**src/rtl/coherence_bus_ctrl_if.sv**
```systemverilog
// rtl/coherence_bus_ctrl_if.sv - cache-side and RAM-side signal bundle of the coherence bus controller
// Purpose: groups the icache, dcache, snoop and RAM signals of coherence_bus_ctrl.
// Modports:
//   master - the controller: drives wait/load/snoop outputs and RAM strobes.
//   slave  - the caches and RAM: drive requests, snoop responses and RAM status.
interface coherence_bus_ctrl_if;
   logic [1:0]        iREN;
   logic [1:0][31:0]  iaddr;
   logic [1:0]        iwait;
   logic [1:0][31:0]  iload;
   logic [1:0]        dREN;
   logic [1:0]        dWEN;
   logic [1:0][31:0]  daddr;
   logic [1:0][31:0]  dstore;
   logic [1:0]        ccwrite;
   logic [1:0]        cctrans;
   logic [1:0]        cchit;
   logic [1:0]        dwait;
   logic [1:0][31:0]  dload;
   logic [1:0]        ccwait;
   logic [1:0]        ccinv;
   logic [1:0][31:0]  ccsnoopaddr;
   logic [1:0]        ccexclusive;
   logic              ramREN;
   logic              ramWEN;
   logic [31:0]       ramaddr;
   logic [31:0]       ramstore;
   logic [31:0]       ramload;
   logic [1:0]        ramstate;

   modport master (
      input  iREN, iaddr, dREN, dWEN, daddr, dstore, ccwrite, cctrans, cchit, ramload, ramstate,
      output iwait, iload, dwait, dload, ccwait, ccinv, ccsnoopaddr, ccexclusive,
             ramREN, ramWEN, ramaddr, ramstore
   );

   modport slave (
      output iREN, iaddr, dREN, dWEN, daddr, dstore, ccwrite, cctrans, cchit, ramload, ramstate,
      input  iwait, iload, dwait, dload, ccwait, ccinv, ccsnoopaddr, ccexclusive,
             ramREN, ramWEN, ramaddr, ramstore
   );
endinterface

```
**src/rtl/coherence_bus_ctrl.sv**
```systemverilog
// rtl/coherence_bus_ctrl.sv - MESI bus/coherence controller serialising two cores onto one RAM port
// Purpose: arbitrates dcache write-backs, dcache fills/upgrades (with snooping of the other
//          core and cache-to-cache transfer of MODIFIED blocks) and icache fetches onto RAM.
// Ports:
//   CLK - rising-edge clock
//   RST - asynchronous active-high reset
//   bus - coherence_bus_ctrl_if.master (cache request/response, snoop and RAM signals)
module coherence_bus_ctrl #(
   parameter int CPUS      = 2,
   parameter int BLK_WORDS = 2
) (
   input logic                 CLK,
   input logic                 RST,
   coherence_bus_ctrl_if.master bus
);
   localparam int          BW         = (BLK_WORDS > 1) ? $clog2(BLK_WORDS) : 1;
   localparam logic [BW-1:0] LAST_BEAT = BW'(BLK_WORDS - 1);
   localparam logic [31:0] BLK_MASK   = ~(32'(BLK_WORDS * 4) - 32'd1);
   localparam logic [1:0]  RAM_ACCESS = 2'd2;

   typedef logic [CPUS-1:0] core_vec_t;
   typedef enum logic [2:0] {IDLE, SNOOP, C2C, LOAD, WB, IFETCH, UPGRADE_DONE} state_e;

   state_e        state_q, state_d;
   logic          rr_q, rr_d;
   logic          cur_q, cur_d;     // requester i / write-back core k / fetching core
   logic          upg_q, upg_d;     // granted request is an S->M upgrade
   logic          hit_q, hit_d;     // snooped core held the block
   logic [BW-1:0] beat_q, beat_d;

   core_vec_t dreq;
   logic      access;
   logic      last;
   logic      oth;

   // A dcache asks for the bus with a fill beat or an upgrade (ccwrite+cctrans without dREN).
   assign dreq   = bus.dREN | (bus.ccwrite & bus.cctrans);
   assign access = (bus.ramstate == RAM_ACCESS);
   assign last   = (beat_q == LAST_BEAT);
   assign oth    = ~cur_q;

   always_ff @(posedge CLK or posedge RST) begin
      if (RST) begin
         state_q <= IDLE;
         rr_q    <= 1'b0;
         cur_q   <= 1'b0;
         upg_q   <= 1'b0;
         hit_q   <= 1'b0;
         beat_q  <= '0;
      end else begin
         state_q <= state_d;
         rr_q    <= rr_d;
         cur_q   <= cur_d;
         upg_q   <= upg_d;
         hit_q   <= hit_d;
         beat_q  <= beat_d;
      end
   end

   always_comb begin
      state_d          = state_q;
      rr_d             = rr_q;
      cur_d            = cur_q;
      upg_d            = upg_q;
      hit_d            = hit_q;
      beat_d           = beat_q;
      bus.iwait        = '1;
      bus.iload        = '0;
      bus.dwait        = '1;
      bus.dload        = '0;
      bus.ccwait       = '0;
      bus.ccinv        = '0;
      bus.ccsnoopaddr  = '0;
      bus.ccexclusive  = '0;
      bus.ramREN       = 1'b0;
      bus.ramWEN       = 1'b0;
      bus.ramaddr      = '0;
      bus.ramstore     = '0;

      case (state_q)
         IDLE: begin
            if (bus.dWEN[rr_q]) begin
               cur_d   = rr_q;
               state_d = WB;
            end else if (bus.dWEN[~rr_q]) begin
               cur_d   = ~rr_q;
               state_d = WB;
            end else if (dreq[rr_q]) begin
               cur_d   = rr_q;
               upg_d   = ~bus.dREN[rr_q];
               state_d = SNOOP;
            end else if (dreq[~rr_q]) begin
               cur_d   = ~rr_q;
               upg_d   = ~bus.dREN[~rr_q];
               state_d = SNOOP;
            end else if (bus.iREN[rr_q]) begin
               cur_d   = rr_q;
               state_d = IFETCH;
            end else if (bus.iREN[~rr_q]) begin
               cur_d   = ~rr_q;
               state_d = IFETCH;
            end
         end

         SNOOP: begin
            bus.ccwait[oth]      = 1'b1;
            bus.ccsnoopaddr[oth] = bus.daddr[cur_q] & BLK_MASK;
            bus.ccinv[oth]       = bus.ccwrite[cur_q];
            if (bus.cctrans[oth]) begin
               hit_d = bus.cchit[oth];
               if (bus.ccwrite[oth])
                  state_d = C2C;
               else if (upg_q)
                  state_d = UPGRADE_DONE;
               else
                  state_d = LOAD;
            end
         end

         // The owner's write-back beats double as the requester's fill beats.
         C2C: begin
            bus.ramWEN        = 1'b1;
            bus.ramaddr       = bus.daddr[oth];
            bus.ramstore      = bus.dstore[oth];
            bus.dload[cur_q]  = bus.dstore[oth];
            if (access) begin
               bus.dwait[cur_q] = 1'b0;
               bus.dwait[oth]   = 1'b0;
               beat_d           = last ? '0 : beat_q + BW'(1);
               if (last) begin
                  state_d = IDLE;
                  rr_d    = oth;
               end
            end
         end

         LOAD: begin
            bus.ramREN        = 1'b1;
            bus.ramaddr       = bus.daddr[cur_q];
            bus.dload[cur_q]  = bus.ramload;
            if (last)
               bus.ccexclusive[cur_q] = (~hit_q & ~bus.ccwrite[cur_q]) | bus.ccwrite[cur_q];
            if (access) begin
               bus.dwait[cur_q] = 1'b0;
               beat_d           = last ? '0 : beat_q + BW'(1);
               if (last) begin
                  state_d = IDLE;
                  rr_d    = oth;
               end
            end
         end

         WB: begin
            bus.ramWEN   = 1'b1;
            bus.ramaddr  = bus.daddr[cur_q];
            bus.ramstore = bus.dstore[cur_q];
            if (access) begin
               bus.dwait[cur_q] = 1'b0;
               beat_d           = last ? '0 : beat_q + BW'(1);
               if (last) begin
                  state_d = IDLE;
                  rr_d    = oth;
               end
            end
         end

         IFETCH: begin
            bus.ramREN        = 1'b1;
            bus.ramaddr       = bus.iaddr[cur_q];
            bus.iload[cur_q]  = bus.ramload;
            if (access) begin
               bus.iwait[cur_q] = 1'b0;
               state_d          = IDLE;
            end
         end

         UPGRADE_DONE: begin
            bus.dwait[cur_q] = 1'b0;
            state_d          = IDLE;
            rr_d             = oth;
         end

         default: state_d = IDLE;
      endcase
   end
endmodule
```
**src/flat_wrapper.sv**
```systemverilog
// flat-port wrapper written by rule: the top's interface ports become plain ports
module coherence_bus_ctrl_flat 
#(
   parameter int CPUS      = 2,
   parameter int BLK_WORDS = 2
)
  (CLK, RST, bus_iREN, bus_iaddr, bus_dREN, bus_dWEN, bus_daddr, bus_dstore, bus_ccwrite, bus_cctrans, bus_cchit, bus_ramload, bus_ramstate, bus_iwait, bus_iload, bus_dwait, bus_dload, bus_ccwait, bus_ccinv, bus_ccsnoopaddr, bus_ccexclusive, bus_ramREN, bus_ramWEN, bus_ramaddr, bus_ramstore);
  coherence_bus_ctrl_if bus_i ();
  input logic CLK;
  input logic RST;
  input wire logic [$bits(bus_i.iREN)-1:0] bus_iREN;
  input wire logic [$bits(bus_i.iaddr)-1:0] bus_iaddr;
  input wire logic [$bits(bus_i.dREN)-1:0] bus_dREN;
  input wire logic [$bits(bus_i.dWEN)-1:0] bus_dWEN;
  input wire logic [$bits(bus_i.daddr)-1:0] bus_daddr;
  input wire logic [$bits(bus_i.dstore)-1:0] bus_dstore;
  input wire logic [$bits(bus_i.ccwrite)-1:0] bus_ccwrite;
  input wire logic [$bits(bus_i.cctrans)-1:0] bus_cctrans;
  input wire logic [$bits(bus_i.cchit)-1:0] bus_cchit;
  input wire logic [$bits(bus_i.ramload)-1:0] bus_ramload;
  input wire logic [$bits(bus_i.ramstate)-1:0] bus_ramstate;
  output wire logic [$bits(bus_i.iwait)-1:0] bus_iwait;
  output wire logic [$bits(bus_i.iload)-1:0] bus_iload;
  output wire logic [$bits(bus_i.dwait)-1:0] bus_dwait;
  output wire logic [$bits(bus_i.dload)-1:0] bus_dload;
  output wire logic [$bits(bus_i.ccwait)-1:0] bus_ccwait;
  output wire logic [$bits(bus_i.ccinv)-1:0] bus_ccinv;
  output wire logic [$bits(bus_i.ccsnoopaddr)-1:0] bus_ccsnoopaddr;
  output wire logic [$bits(bus_i.ccexclusive)-1:0] bus_ccexclusive;
  output wire logic [$bits(bus_i.ramREN)-1:0] bus_ramREN;
  output wire logic [$bits(bus_i.ramWEN)-1:0] bus_ramWEN;
  output wire logic [$bits(bus_i.ramaddr)-1:0] bus_ramaddr;
  output wire logic [$bits(bus_i.ramstore)-1:0] bus_ramstore;
  assign bus_i.iREN = bus_iREN;
  assign bus_i.iaddr = bus_iaddr;
  assign bus_i.dREN = bus_dREN;
  assign bus_i.dWEN = bus_dWEN;
  assign bus_i.daddr = bus_daddr;
  assign bus_i.dstore = bus_dstore;
  assign bus_i.ccwrite = bus_ccwrite;
  assign bus_i.cctrans = bus_cctrans;
  assign bus_i.cchit = bus_cchit;
  assign bus_i.ramload = bus_ramload;
  assign bus_i.ramstate = bus_ramstate;
  assign bus_iwait = bus_i.iwait;
  assign bus_iload = bus_i.iload;
  assign bus_dwait = bus_i.dwait;
  assign bus_dload = bus_i.dload;
  assign bus_ccwait = bus_i.ccwait;
  assign bus_ccinv = bus_i.ccinv;
  assign bus_ccsnoopaddr = bus_i.ccsnoopaddr;
  assign bus_ccexclusive = bus_i.ccexclusive;
  assign bus_ramREN = bus_i.ramREN;
  assign bus_ramWEN = bus_i.ramWEN;
  assign bus_ramaddr = bus_i.ramaddr;
  assign bus_ramstore = bus_i.ramstore;
  coherence_bus_ctrl #(.CPUS(CPUS), .BLK_WORDS(BLK_WORDS)) u_core (.CLK(CLK), .RST(RST), .bus(bus_i));
endmodule
```
**config.mk**
```make
export PLATFORM = sky130hd
export DESIGN_NAME = coherence_bus_ctrl_flat
export DESIGN_NICKNAME = d
export VERILOG_FILES = /design/src/rtl/coherence_bus_ctrl_if.sv /design/src/rtl/coherence_bus_ctrl.sv /design/src/flat_wrapper.sv
export SDC_FILE = /design/constraint.sdc
export NUM_CORES = 1
export LEC_CHECK = 0
export CORE_AREA = 2 2 197 199
export CTS_CLUSTER_SIZE = 12
export DETAILED_ROUTE_END_ITERATION = 8
export DIE_AREA = 0 0 199 201
export GPL_ROUTABILITY_DRIVEN = 1
export PLACE_DENSITY = 0.38
export SYNTH_ARGS = -nofsm -noshare
export SYNTH_HDL_FRONTEND = slang
export SYNTH_SLANG_ARGS = --single-unit
export TNS_END_PERCENT = 50
```
**constraint.sdc**
```tcl
create_clock -name CLK -period 1.9 [get_ports CLK]
set_input_delay 0.38 -clock CLK [delete_from_list [all_inputs] [get_ports CLK]]
set_output_delay 0.38 -clock CLK [all_outputs]
set_load 0.05 [all_outputs]
```
==> results.json <==
{
  "clk_latency_ps": 230,
  "drv_cap": 0,
  "syn_to_final_growth_pct": 258,
  "core_region_area_mm2": 0.0381,
  "vias_per_cell": 4.50,
  "synth_cell_types": 51,
  "synthMuxAreaShare_pct": 2.24,
  "clock.fmax_mhz": 419,
  "cpMaxStageDelayCell": "a221o_2",
  "regToRegSetupSlack_ps": -300,
  "fin_cells": 1656,
  "power_mw": 18.0,
  "violations": "setup timing",
  "die_w_um": 199,
  "grt_start_max_net_pins": 41,
  "synth_most_common_cell": "a22o_1",
  "grt_pass1_vias": 7695,
  "vias": 7457,
  "synth_area_leaders": "a22o_1, a221oi_1, and2_1, and3_1, a221o_1",
  "crit_chain": "buf_6 -> nand3b_1 -> nand2b_4 -> mux2_4 -> a221o_2 -> buf_12",
  "final.setup.tns_ps": -99870,
  "rsz0062_at_grt": "yes",
  "synthSimpleGateAreaFrac_pct": 29.0,
  "synth-edff-count": 0,
  "path_clk_slew_ps": 40,
  "setup_viol": 264,
  "grt_pass1_wl_mm": 53.2,
  "drt_iter0_markers": 240,
  "async_flop_share_pct": 100,
  "ioPinCount": 508,
  "max_stage_delay_ps": 410,
  "nets": 1377,
  "synth_fa_ha_area_share_pct": 0,
  "worst_ep_arrival_time_ps": 2010,
  "drive_gt1_share_pct": 57.8,
  "synth_xor_xnor_area_share_pct": 0.448,
  "routabilityCongestion": 0.783,
  "hold_class": "in2async",
  "crit_start": "u_core.state_q[1]",
  "fin_skew_ps": 1.57,
  "cts_tree": "yes",
  "drc": 0,
  "status": "finished, violations left",
  "fp.dieH_um": 201,
  "endpoint": "bus_ramaddr[8]",
  "crit_type": "reg2out",
  "wl_per_cell_um": 23.8,
  "synth_commonest_cells": "a22o_1, a221oi_1, and2_1, and3_1, clkbuf_1",
  "clk_path_buf_depth": 2,
  "hpwl_mm": 30.1,
  "drt-pass1-iter-count": 7,
  "crit_fanout": 10,
  "power_per_cell_area_mw_per_mm2": 1290,
  "synth-compound-area-share_pct": 52.4,
  "postLayoutCoreUtil_pct": 36.7,
  "peakVddDrop_mv": 0.454,
  "setup_ws_ps": -487,
  "antenna_found_initial": 2,
  "cts.sinks": 8,
  "power_leakage_nw": 5.73,
  "crit_required_ps": 1520,
  "rr_worst_depth": 11,
  "cts_made_buffers": 3,
  "netlist.area_leader.share_pct": 18.8,
  "synth_seq_cells": 8,
  "ant_nets": 0,
  "maxSlewViolCount": 0,
  "num_rows": 72,
  "cts_root_buf": "clkbuf_16",
  "dp_cells": 1614,
  "placed_area_mm2": 0.0124,
  "dieArea_mm2": 0.0400,
  "fin_crit_ps": 2390,
  "worst_setup_path_start_kind": "register",
  "r2r_end": "u_core.state_q[2]",
  "endpoint_kind": "output port",
  "avgSynthCellArea_um2": 7.08,
  "fin_crit_sh_pct": 126,
  "netlist_instances": 552,
  "start_util_pct": 10.3,
  "ys_seq_area_share_pct": 5.12,
  "netlist_area_mm2": 0.00391,
  "finalHoldViolCount": 0,
  "portBuffers": 501,
  "ys.flop_type": "dfrtp_1",
  "ctsHtreeMaxLevel": 1,
  "yosysTopAreaCell": "a22o_1",
  "design_area_mm2": 0.0140,
  "r2r_start": "u_core.state_q[0]",
  "drt_wl_total_mm": 39.4,
  "grt_util_all_layers_pct": 17.8,
  "ys_warn_count": 0,
  "synth_top_family_by_area": "compound AO/OA/AOI/OAI gates",
  "overflow": 0
}
-- power breakdown --
part	internal, mW	leakage (nW)	switching (mW)
combinational	7.34	5.59	9.91
sequential	0.260	0.0945	0.111
clock	0.280	0.0382	0.0898
-- registers in the layout, summed over array words and instances, names as in the netlist --
register / cells
u_core.state_q: 3
u_core.hit_q: 1
u_core.rr_q: 1
u_core.cur_q: 1
u_core.beat_q: 1
u_core.upg_q: 1
-- timing repair --
item / in CTS / in global routing
setup endpoints to repair: 263 / 266
hold buffers: 0 / 0
resized for setup: 115 / 96
pin swaps: 30 / 21
setup buffers: 18 / 7
cloned: 7 / 12
-- metrics by stage --
| stage | hold slack (ps) | setup slack, ps |
|---|---|---|
| final | 412 | -487 |
| after global routing | 455 | -559 |
| after detailed placement | 509 | -453 |
| after CTS | 429 | -490 |
| after global placement | 502 | -458 |
| after floorplan | 196 | -370 |
-- area by class of cell --
| cell class | count | area (µm²) |
|---|---|---|
| Tap cell | 518 | 648 |
| Inverter | 7 | 33.8 |
| Timing Repair Buffer | 657 | 8510 |
| Antenna cell | 2 | 5.00 |
| Fill cell | 3817 | 24100 |
| Clock buffer | 4 | 78.8 |
| Multi-Input combinational cell | 460 | 4500 |
| Sequential cell | 8 | 206 |
-- cells in the final DEF (no fill, tap or decap), types with 25 or more instances in the layout --
cell,netlist,layout
clkdlybuf4s50_1,0,237
a22o_4,0,32
a22o_1,84,52
buf_12,0,187
nor2_4,0,38
a221oi_1,80,63
and3_1,60,25
buf_4,6,158
buf_6,4,34
and3_4,0,35
and2_4,0,63
-- cell families (layout without fill, tap and decap cells) --
logic type,count (synthesis),count (layout)
compound gates,245,245
xor+xnor,2,2
buf+inv,91,668
flops,8,8
mux,8,10
other cells,1,8
simple gates,197,197
-- per-layer routing --
metal,global-route usage (%),part of all wire (%),up-vias
met3,3.56,7.0,32
met2,33.7,53,351
met5,0,0,-
li1,-,-,3438
met1,20.2,38,3636
met4,3.76,1.9,0
-- worst max-delay path, delay by kind of cell, from the launching register on --
kind	cells	cell delay [ps]
AOI/OAI and AO/OA	1	410
DFF	1	400
muxes	1	370
buffers and inverters	2	300
and+or+nand+nor	2	290
-- worst min path at each step --
stage          slack (ps)  cells after the start             to         start
3_3_place_gp          500                      2   u_core.hit_q  u_core.hit_q
4_1_cts               430                      2    u_core.rr_q           RST
5_1_grt               460                      2    u_core.rr_q           RST
6_report              410                      2   u_core.upg_q           RST
2_1_floorplan         200                      1  u_core.beat_q           RST
3_5_place_dp          510                      2   u_core.hit_q  u_core.hit_q
Power figures use the tool's default switching activity.
